## src/rtl/elink_rec_deframer.sv

```systemverilog
// E-link receive deframer: 10-bit flagged chars -> 76-bit frame.
// Optional ELINK_DEFRAMER_ERR_CNT_EN adds a saturating err_cnt output.
module elink_rec_deframer (
  input  logic        clk,
  input  logic        rst,
  input  logic [9:0]  data_10bit_in,
  input  logic        data_valid_in,
  input  logic [7:0]  Kchar_sop,
  input  logic [7:0]  Kchar_eop,
  input  logic [7:0]  Kchar_comma,
  output logic [75:0] frame_out,
  output logic        frame_valid,
  output logic        frame_err,
`ifdef ELINK_DEFRAMER_ERR_CNT_EN
  output logic [7:0]  err_cnt,
`endif
  output logic [2:0]  err_code
);

  localparam logic [1:0] C_DATA  = 2'b00;
  localparam logic [1:0] C_EOP   = 2'b01;
  localparam logic [1:0] C_SOP   = 2'b10;
  localparam logic [1:0] C_COMMA = 2'b11;

  localparam logic [2:0] E_ORPHAN  = 3'd1;
  localparam logic [2:0] E_SHORT   = 3'd2;
  localparam logic [2:0] E_LONG    = 3'd3;
  localparam logic [2:0] E_RESTART = 3'd4;
  localparam logic [2:0] E_KCHAR   = 3'd5;
  localparam logic [2:0] E_PAD     = 3'd6;

  typedef enum logic [1:0] {
    S_IDLE,
    S_PAYLOAD,
    S_WAIT
  } state_t;

  state_t      state, state_n;
  logic [3:0]  cnt, cnt_n;
  // slots 0..8 shift in from the bottom; slot 0 ends on top
  logic [71:0] asm_q, asm_n;
  logic [3:0]  nib, nib_n;
  logic [3:0]  pad, pad_n;
  logic [75:0] frame_n;
  logic        fv_n, fe_n;
  logic [2:0]  ec_n;
  logic [1:0]  code;
  logic [7:0]  byt;
  logic        kbad;

  assign code = data_10bit_in[9:8];
  assign byt  = data_10bit_in[7:0];

  // K-char byte must match the configured value for its code
  always_comb begin
    kbad = 1'b0;
    case (code)
      C_COMMA: kbad = (byt != Kchar_comma);
      C_SOP:   kbad = (byt != Kchar_sop);
      C_EOP:   kbad = (byt != Kchar_eop);
      default: kbad = 1'b0;
    endcase
  end

  // next-state, assembly and registered-output logic
  always_comb begin
    state_n = state;
    cnt_n   = cnt;
    asm_n   = asm_q;
    nib_n   = nib;
    pad_n   = pad;
    frame_n = frame_out;
    fv_n    = 1'b0;
    fe_n    = 1'b0;
    ec_n    = err_code;
    if (data_valid_in) begin
      if (kbad) begin
        fe_n    = 1'b1;
        ec_n    = E_KCHAR;
        state_n = S_IDLE;
        cnt_n   = 4'd0;
      end else begin
        unique case (state)
          S_IDLE: begin
            case (code)
              C_SOP: begin
                state_n = S_PAYLOAD;
                cnt_n   = 4'd0;
              end
              C_DATA, C_EOP: begin
                fe_n = 1'b1;
                ec_n = E_ORPHAN;
              end
              default: ;
            endcase
          end
          S_PAYLOAD: begin
            case (code)
              C_DATA: begin
                if (cnt == 4'd9) begin
                  nib_n   = byt[3:0];
                  pad_n   = byt[7:4];
                  cnt_n   = 4'd0;
                  state_n = S_WAIT;
                end else begin
                  asm_n = {asm_q[63:0], byt};
                  cnt_n = cnt + 4'd1;
                end
              end
              C_SOP: begin
                fe_n  = 1'b1;
                ec_n  = E_RESTART;
                cnt_n = 4'd0;
              end
              default: begin
                fe_n    = 1'b1;
                ec_n    = E_SHORT;
                cnt_n   = 4'd0;
                state_n = S_IDLE;
              end
            endcase
          end
          S_WAIT: begin
            case (code)
              C_EOP: begin
                if (pad == 4'd0) begin
                  fv_n    = 1'b1;
                  frame_n = {asm_q, nib};
                end else begin
                  fe_n = 1'b1;
                  ec_n = E_PAD;
                end
                state_n = S_IDLE;
              end
              C_SOP: begin
                fe_n    = 1'b1;
                ec_n    = E_RESTART;
                cnt_n   = 4'd0;
                state_n = S_PAYLOAD;
              end
              default: begin
                fe_n    = 1'b1;
                ec_n    = E_LONG;
                state_n = S_IDLE;
              end
            endcase
          end
          default: state_n = S_IDLE;
        endcase
      end
    end
  end

  // state, assembly and output registers
  always_ff @(posedge clk) begin
    if (!rst) begin
      state       <= S_IDLE;
      cnt         <= 4'd0;
      asm_q       <= '0;
      nib         <= 4'd0;
      pad         <= 4'd0;
      frame_out   <= '0;
      frame_valid <= 1'b0;
      frame_err   <= 1'b0;
      err_code    <= 3'd0;
    end else begin
      state       <= state_n;
      cnt         <= cnt_n;
      asm_q       <= asm_n;
      nib         <= nib_n;
      pad         <= pad_n;
      frame_out   <= frame_n;
      frame_valid <= fv_n;
      frame_err   <= fe_n;
      err_code    <= ec_n;
    end
  end

`ifdef ELINK_DEFRAMER_ERR_CNT_EN
  // saturating count of error pulses
  always_ff @(posedge clk) begin
    if (!rst)
      err_cnt <= 8'd0;
    else if (fe_n && err_cnt != 8'hFF)
      err_cnt <= err_cnt + 8'd1;
  end
`endif

endmodule

```

## config.mk

```make
export PLATFORM = sky130hd
export DESIGN_NAME = elink_rec_deframer
export DESIGN_NICKNAME = d
export VERILOG_FILES = /design/src/rtl/elink_rec_deframer.sv
export SDC_FILE = /design/constraint.sdc
export NUM_CORES = 1
export LEC_CHECK = 0
export BUFFER_PORTS_ARGS = -buffer_cell sky130_fd_sc_hd__buf_2
export CORE_ASPECT_RATIO = 1.2
export CORE_UTILIZATION = 45
export CTS_CLUSTER_SIZE = 8
export DETAILED_ROUTE_END_ITERATION = 8
export GPL_TIMING_DRIVEN = 0
export HOLD_SLACK_MARGIN = 0.15
export MAX_ROUTING_LAYER = met4
export PLACE_DENSITY_LB_ADDON = 0.05
export SLEW_MARGIN = 10
export SYNTH_ARGS = -nofsm -noshare
export SYNTH_HDL_FRONTEND = slang
export SYNTH_SLANG_ARGS = --single-unit
```

## constraint.sdc

```tcl
create_clock -name clk -period 2.9 [get_ports clk]
set_clock_uncertainty 0.15 [all_clocks]
set_input_delay 0.145 -clock clk [delete_from_list [all_inputs] [get_ports clk]]
set_output_delay 0.145 -clock clk [all_outputs]
set_load 0.005 [all_outputs]
```

Word level (Yosys, flattened, before mapping)
Cells that the tools add are included.
{ "word_totals": {"reg_bits": 167, "inputBits": 37, "output_inout_bits": 81, "elab_cells": 72} }
{ "classes": {"addsub": 1, "n_eq_ne": 16, "n_mux": 25, "bitwise_logic": 6, "reduce_logical": 15} }
{ "op_table": {"columns": ["operator", "count"], "rows": [
  ["$ne A8 B8 Y1", 3],
  ["$reduce_and A5 Y1", 4],
  ["$mux W4", 4],
  ["$pmux W3 S2", 2],
  ["$mux W3", 3],
  ["$ne A3 B3 Y1 const B", 3],
  ["$pmux W3 S3", 1],
  ["$ne A4 B4 Y1 const B", 2],
  ["$pmux W4 S2", 1],
  ["$mux W1", 7],
  ["$eq A2 B2 Y1 const B", 3],
  ["$mux W2", 3],
  ["$not A1 Y1", 6],
  ["$pmux W1 S3", 2],
  ["$pmux W2 S3", 1],
  ["$reduce_or A5 Y1", 1],
  ["$add A4 B1 Y4 const B", 1],
  ["$eq A2 B1 Y1 const B", 2],
  ["$eq A4 B4 Y1 const B", 1],
  ["$logic_not A2 Y1", 2],
  ["$logic_not A4 Y1", 1],
  ["$pmux W2 S2", 1],
  ["$reduce_and A4 Y1", 1],
  ["$reduce_bool A4 Y1", 1],
  ["6 further kinds", 7]
]} }

Logic depth before layout (Yosys ltp)
Gate-level depths: netlist (run 1).
{ "logic_depth": {"ltp_word": 5, "depth_mapped": 12, "mapped_depth_nobuf": 8} }

Worst setup path before layout (run 1)
Ideal clock, no wire load.
{ "synth_timing": {"path_kind": "input port to flip-flop", "startpoint": "in data_10bit_in[8]", "endpoint": "reg err_code[0]", "setup_ns": 0.119, "arrival_time_ns": 2.003, "t_required_ns": 2.631, "path_slack_ns": 0.629, "cell_stages": 10, "n_path_buf": 2, "cell_sequence": "inv_1 ha_1 buf_6 a22oi_1 xor2_1 nand4_1 o31ai_2 buf_4 or3b_1 o221a_2"} }
{ "synth_via": {"elab_chain_len": 4, "elab_cells_between_ends": 14, "cone_classes": "6 x eq/ne; 4 x mux; 4 x reduce/logical"} }
{ "synth_rtl": {"columns": ["element", "line_no", "rtl"], "rows": [
  ["from (decl)", "6", "input logic [9:0] data_10bit_in,"],
  ["$eq A2 B1 Y1, or another cell as far along", "57, 85, 124", null],
  ["$pmux W1 S3, or another cell as far along", "57", "case (code)"],
  ["$ne A4 B4 Y1 (no line), or another cell as far along", null, null],
  ["$reduce_and A5 Y1 (no line) or $mux W3 (tied branches)", null, null],
  ["to (signal assigned)", "175", "err_code <= ec_n;"],
  ["to (decl)", "17", "output logic [2:0] err_code"]
]} }
Several ways; a longest one is shown, not always the timed one.
A chain may end at the register's enable or synchronous reset.

Worst setup path after layout (run 1)
{ "layout_timing": {"startpoint": "in data_10bit_in[7]", "endpoint": "reg frame_out[12]"} }
{ "layout_via": {"elab_chain_len": 4, "elab_cells_between_ends": 6, "cone_classes": "3 x eq/ne; 1 x mux; 1 x bitwise; 1 x reduce/logical"} }
{ "layout_rtl": {"columns": ["element", "line_no", "rtl"], "rows": [
  ["$ne A8 B8 Y1, on equally long branches", "60, 58, 59", null],
  ["$pmux W1 S3 (*)", "57", null],
  ["$not A1 Y1 (no line) (*)", null, null],
  ["$reduce_and A5 Y1 (no line) (*)", null, null],
  ["to (signal assigned)", "172", "frame_out <= frame_n;"],
  ["to (decl)", "11", "output logic [75:0] frame_out,"]
]} }
Mark *: on every way between the ends. The rest lies on a longest branch, timed or not.

==> results of run 1 <==
[stage by stage]
stage                util  worst slack (ps)  hold WS, ps
finish              0.562               427          253
global route        0.562               272          290
CTS                 0.562               407          249
detailed placement  0.514              76.7          295
global placement    0.514               171          290
floorplan               -               629          141
[registers in the layout, summed over array words and instances, names as in the netlist]
| signal | count |
|---|---|
| asm_q | 72 |
| cnt | 4 |
| err_code | 3 |
| frame_err | 1 |
| frame_out | 76 |
| frame_valid | 1 |
| nib | 4 |
| pad | 4 |
| state | 2 |
[metal layers]
metal | vias up | share of wire | track usage
met5 | - | 0 | -
met4 | 0 | 0.011 | 0.0644
met3 | 13 | 0.037 | 0.0377
met2 | 114 | 0.51 | 0.378
met1 | 2306 | 0.44 | 0.248
li1 | 2471 | - | -
[what timing repair did]
action	CTS	global route
setup buffers	0	0
gates resized for setup	0	0
hold buffers	9	0
hold endpoints to repair	25	0
[layout by cell type, fill, tap and decap left out, types with 2 or more instances in the layout]
master                          Yosys  final
sky130_fd_sc_hd__buf_6              3      3
sky130_fd_sc_hd__nor2_1             6      6
sky130_fd_sc_hd__dfxtp_1          167    167
sky130_fd_sc_hd__a21oi_1            9      9
sky130_fd_sc_hd__inv_1              9      9
sky130_fd_sc_hd__nor3b_1            2      2
sky130_fd_sc_hd__o21ai_0            4      4
sky130_fd_sc_hd__dlygate4sd3_1      0      9
sky130_fd_sc_hd__buf_4             12     12
sky130_fd_sc_hd__o32ai_1            2      2
sky130_fd_sc_hd__inv_8              0      2
sky130_fd_sc_hd__nand3_1            7      7
sky130_fd_sc_hd__o211ai_1           3      3
sky130_fd_sc_hd__o2111ai_1          2      2
sky130_fd_sc_hd__buf_8              3      3
sky130_fd_sc_hd__clkinvlp_4         0      3
sky130_fd_sc_hd__bufinv_16          0      2
sky130_fd_sc_hd__nor4_1             2      2
sky130_fd_sc_hd__xor2_1            16     16
sky130_fd_sc_hd__and2_1             2      2
sky130_fd_sc_hd__inv_6              0      5
sky130_fd_sc_hd__buf_2              2    118
sky130_fd_sc_hd__ha_1              10     10
sky130_fd_sc_hd__nand2_1          174    174
sky130_fd_sc_hd__mux2i_1          157    157
sky130_fd_sc_hd__o221a_2            2      2
sky130_fd_sc_hd__clkbuf_1          21     22
sky130_fd_sc_hd__clkbuf_16          0     17
sky130_fd_sc_hd__a22oi_2            2      2
sky130_fd_sc_hd__nor3_1             5      5
sky130_fd_sc_hd__a22oi_1            7      7
[critical path, delay by kind of cell]
family,cells,cell delay (ps)
AND/OR/NAND/NOR,2,630
AO/OA/AOI/OAI,2,260
XOR/XNOR,1,160
multiplexers,1,210
buffers and inverters,5,1260
[where the power goes]
group / internal [mW] / leakage [nW] / switching, mW
Clock: 1.29 / 0.282 / 0.982
Sequential: 2.30 / 1.35 / 0.00178
Combinational: 0.0697 / 1.54 / 0.112
[final timing paths]
| path | startpoint | to | slack [ps] | cells past startpoint |
|---|---|---|---|---|
| max | data_10bit_in[7] | frame_out[12] | 430 | 11 |
| min | rst | err_code[1] | 250 | 3 |
| max reg2reg | state[0] | err_code[2] | 610 | 7 |
| min reg2reg | frame_out[31] | frame_out[31] | 300 | 2 |
[layout make-up]
cell class                      count  area, um2
Sequential cell                   167       3340
Clock buffer                       18        429
Buffer                             41        258
Inverter                            9       33.8
Multi-Input combinational cell    426       2940
Fill cell                        1303       6290
Clock inverter                     14        163
Tap cell                          175        219
Timing Repair Buffer              125        671
[cell families (layout without fill, tap and decap cells)]
kind of cell,after synthesis,after routing
xor gates and xnor gates,16,16
muxes,157,157
DFF,167,167
adders and majority gates,10,10
and+or+nand+nor,206,206
AOI/OAI and AO/OA,37,37
buffers and inverters,50,207
==> impl_metrics.yaml, run 1 <==
outcome:
  status: "complete, no violations"
placement:
  hpwlAfterDp_um: 11100
  placed_area_um2: 7380
  gp_routability_congestion: 0.899
  numPlacedInstances: 934
  port_buffers: 116
floorplan:
  design.die.area_um2: 15100
  die_height_um: 134
  start_util: 0.458
  core-area_um2: 14400
  ioPinCount: 118
  core_rows: 48
  dieWidth_um: 112
critical_path:
  standard_cell_with_the_maximum_stage_delay_on_the_critical_path: "sky130_fd_sc_hd__dlygate4sd3_1"
  worstPathCellList: "dlygate4sd3_1 -> buf_2 -> xor2_1 -> nor4_1 -> a31oi_1 -> o31ai_2 -> and4_1 -> buf_2 -> buf_6 -> buf_8 -> mux2i_1"
  worst-path-max-fanout: 10
  path_class: "input port to flip-flop"
  required_time_of_the_critical_path_ps: 3100
  type_of_origin_of_the_critical_path: "input port"
  critPathCaptureType: "flip-flop"
  timing.critical_path.arrival_ps: 2670
  critical_path.most_common_cell: "sky130_fd_sc_hd__buf_2"
  worst_path_largest_cell_delay_ps: 530
final_layout:
  instances_no_fill: 975
  layout_stage_area_growth_over_the_synthesis_result_pct: 22.5
  fin_area_um2: 8060
  antenna-diode-count: 0
  final_nets: 834
  post_route_cells_drive_above_1_share: 0.215
power_and_ir_drop:
  vdd.ir_drop.worst_v: 0.000342
  p_per_area_nw_per_um2: 590
  finalPower_mw: 4.76
  leakagePower_nw: 3.17
timing:
  final_period_minus_worst_setup_slack_ps: 2470
  final_max_slew_viol_count: 0
  max_slew.worst_pin.slew_ps: 716
  max_clock_freq_ghz: 0.404
  timing.max_slew.rel_slack: 0.523
  rsz0062_at_grt: "no"
  number_of_failing_hold_endpoints_at_the_final_stage: 0
  setup_tns_ps: 0
  timing.final.crit_share: 0.853
  setup_viol: 0
grt:
  grt.total_usage: 0.214
  grt_pass1_wl_um: 24400
  maximum_number_of_pins_on_one_net_before_global_route_repair: 17
  grt_antenna_before_repair: 0
  gr-total-overflow: 0
  first_global_vias: 4862
drt:
  total_number_of_vias: 4904
  drcViolationCount: 0
  firstDrtPassIters: 5
  ant_nets: 0
  postRouteWirelength_um: 15200
  first_iter_violations: 173
  wl_per_cell_um: 15.5
  vias_per_cell: 5.03
synthesis:
  synth_largest_type_area_fraction: 0.508
  synth.yosys.seq_area_share: 0.508
  ys_seq_elements: 167
  largest_family_of_logic_cells_by_synthesized_area: "multiplexers"
  synthTopCellsByArea: "sky130_fd_sc_hd__dfxtp_1 51%, sky130_fd_sc_hd__mux2i_1 24%, sky130_fd_sc_hd__nand2_1 9.9%"
  synth_area_per_cell_um2: 10.2
  synth.most_common_cell: "sky130_fd_sc_hd__nand2_1"
  synthAdderAreaFrac: 0.0190
  ys_async_sr_fraction: 0
  synthDistinctLibCells: 39
  muxShareOfSynthArea: 0.239
  synth_compound_gate_area_share: 0.0415
  ys.warnings.count: 0
  synth_enable_flop_cells: 0
  synthSimpleGateAreaFrac: 0.127
  postSynthNetCount: 690
  post_synth_xor_area_fraction: 0.0213
  leading_area_contributor_after_synthesis: "sky130_fd_sc_hd__dfxtp_1"
  post_synthesis_cell_count: 643
  syn_area_um2: 6580
  ys.flop_type: "sky130_fd_sc_hd__dfxtp_1"
  synthTopCellsByCount: "174 x sky130_fd_sc_hd__nand2_1, 167 x sky130_fd_sc_hd__dfxtp_1, 157 x sky130_fd_sc_hd__mux2i_1"
clock_tree:
  root_buffer: "sky130_fd_sc_hd__clkbuf_16"
  clock_tree_from_tritoncts: "done"
  max-clock-path-buffers: 2
  cts_htree_levels: 4
  clk_latency_ps: 420
  numClockSinks: 167
  cts_made_buffers: 17
  cts.reportedPaths.clkPinSlew_ps: 70
job:
  timing.max_cap.violations: 0
worst_hold_path:
  worst_hold_path_type: "input port to flip-flop"
Note: power is estimated with default switching activity, not from simulation.
==> run 2: changes to the inputs <==
--- a/config.mk
+++ b/config.mk
@@ -10,9 +10,9 @@
 export CORE_UTILIZATION = 45
 export CTS_CLUSTER_SIZE = 8
 export DETAILED_ROUTE_END_ITERATION = 8
+export GPL_ROUTABILITY_DRIVEN = 1
 export GPL_TIMING_DRIVEN = 0
 export HOLD_SLACK_MARGIN = 0.15
-export MAX_ROUTING_LAYER = met4
 export PLACE_DENSITY_LB_ADDON = 0.05
 export SLEW_MARGIN = 10
 export SYNTH_ARGS = -nofsm -noshare
==> impl_metrics.yaml, run 2 (synthesis gave the netlist of run 1 again) <==
outcome:
  status: "complete, no violations"
final_layout:
  layout_stage_area_growth_over_the_synthesis_result_pct: 22.5
  post_route_cells_drive_above_1_share: 0.215
  top_regs: "frame_out: 76 flops, asm_q: 72 flops"
  antenna-diode-count: 0
  most-common-layout-cells: "174 x sky130_fd_sc_hd__nand2_1, 167 x sky130_fd_sc_hd__dfxtp_1, 157 x sky130_fd_sc_hd__mux2i_1"
  most_frequent_standard_cell_in_the_layout_excluding_fill_and_tap_cells: "sky130_fd_sc_hd__nand2_1"
  fin_area_um2: 8060
  final_nets: 834
  most_flops_register: "frame_out"
  largest_register_ff_count: 76
clock_tree:
  cts_made_buffers: 17
  cts-resized-gates: 0
  clock_tree_from_tritoncts: "done"
  root_buffer: "sky130_fd_sc_hd__clkbuf_16"
  max-clock-path-buffers: 2
  postCtsSetupBuffers: 0
  cts.reportedPaths.clkPinSlew_ps: 70
  cts_htree_levels: 4
  clk_latency_ps: 420
  cts_hold_buffers: 9
  numClockSinks: 167
timing:
  setup_viol: 0
  max_slew.worst_pin.slew_ps: 721
  setup_tns_ps: 0
  timing.max_slew.rel_slack: 0.520
  final_max_slew_viol_count: 0
  rsz0062_at_grt: "no"
  max_clock_freq_ghz: 0.407
  timing.final.crit_share: 0.846
  final_period_minus_worst_setup_slack_ps: 2450
  number_of_failing_hold_endpoints_at_the_final_stage: 0
floorplan:
  core-area_um2: 14400
  start_util: 0.458
  die_height_um: 134
  design.die.area_um2: 15100
  core_rows: 48
  ioPinCount: 118
  dieWidth_um: 112
drt:
  first_iter_violations: 188
  firstDrtPassIters: 5
  drcViolationCount: 0
  wl_per_cell_um: 15.5
  ant_nets: 0
  postRouteWirelength_um: 15100
  vias_per_cell: 5.04
  total_number_of_vias: 4914
grt:
  globalRouteMet3Util: 0.0395
  gr-total-overflow: 0
  use_met2: 0.379
  grtUsageMet1: 0.247
  grt_antenna_before_repair: 0
  first_global_vias: 4860
  maximum_number_of_pins_on_one_net_before_global_route_repair: 17
  grt.total_usage: 0.208
  grt_pass1_wl_um: 24400
  grt-busiest-layer: "met2"
job:
  timing.max_cap.violations: 0
placement:
  placed_area_um2: 7380
  port_buffers: 116
  gp_routability_congestion: 0.884
  hpwlAfterDp_um: 11100
critical_path:
  critical_path.most_common_cell: "sky130_fd_sc_hd__buf_2"
  worst-path-max-fanout: 10
  type_of_origin_of_the_critical_path: "input port"
  worst_path_largest_cell_delay_ps: 530
  required_time_of_the_critical_path_ps: 3090
  worstPathCellList: "dlygate4sd3_1 -> buf_2 -> xor2_1 -> nor4_1 -> a31oi_1 -> o31ai_2 -> and4_1 -> buf_2 -> buf_6 -> buf_8 -> mux2i_1"
  critPathCaptureType: "flip-flop"
  timing.critical_path.arrival_ps: 2650
  standard_cell_with_the_maximum_stage_delay_on_the_critical_path: "sky130_fd_sc_hd__dlygate4sd3_1"
  path_class: "input port to flip-flop"
power_and_ir_drop:
  leakagePower_nw: 3.17
  p_per_area_nw_per_um2: 589
  vdd.ir_drop.worst_v: 0.000340
worst_hold_path:
  worst_hold_path_type: "input port to flip-flop"
==> run 2: area by class of cell <==
cell class	instances	area (um2)
clock inverters	14	163
flip-flops and latches	167	3340
well taps	175	219
plain buffers	41	258
multi-input cells	426	2940
inverters	9	33.8
fillers	1303	6290
clock buffers	18	429
repair buffers	125	671
==> run 2: path summary, 6_finish.rpt <==
path | slack, ps | to | start | depth (start not counted)
max reg2reg | 620 | err_code[2] | state[0] | 7
max | 450 | frame_out[12] | data_10bit_in[7] | 11
min | 260 | err_code[1] | rst | 3
min reg2reg | 300 | frame_out[31] | frame_out[31] | 2
==> run 2: metal layers <==
metal,vias to the layer above,wire [um],part of all wire
met5,-,0,0
met4,0,177,0.012
met3,13,499,0.033
met2,103,7630,0.50
met1,2326,6810,0.45
li1,2472,-,-
==> run 2: worst max-delay path, delay by kind of cell <==
kind | cells | cell delay, ps
buf+inv | 5 | 1260
simple gates | 2 | 620
compound gates | 2 | 250
mux | 1 | 210
xor+xnor | 1 | 160
==> run 2: power breakdown <==
group          switching, mW  internal, mW
registers            0.00178          2.30
logic                  0.112        0.0697
clock network          0.977          1.29
==> run 2: through the flow <==
step | instances | power, mW | util | worst slack [ps] | hold WS, ps
2_1_floorplan | 643 | 2.45 | - | 629 | 141
3_3_place_gp | 934 | 2.52 | 0.514 | 171 | 290
3_5_place_dp | 934 | 2.52 | 0.514 | 76.7 | 295
4_1_cts | 975 | 4.78 | 0.562 | 407 | 249
5_1_grt | 975 | 4.91 | 0.562 | 272 | 290
6_report | 975 | 4.75 | 0.562 | 445 | 258
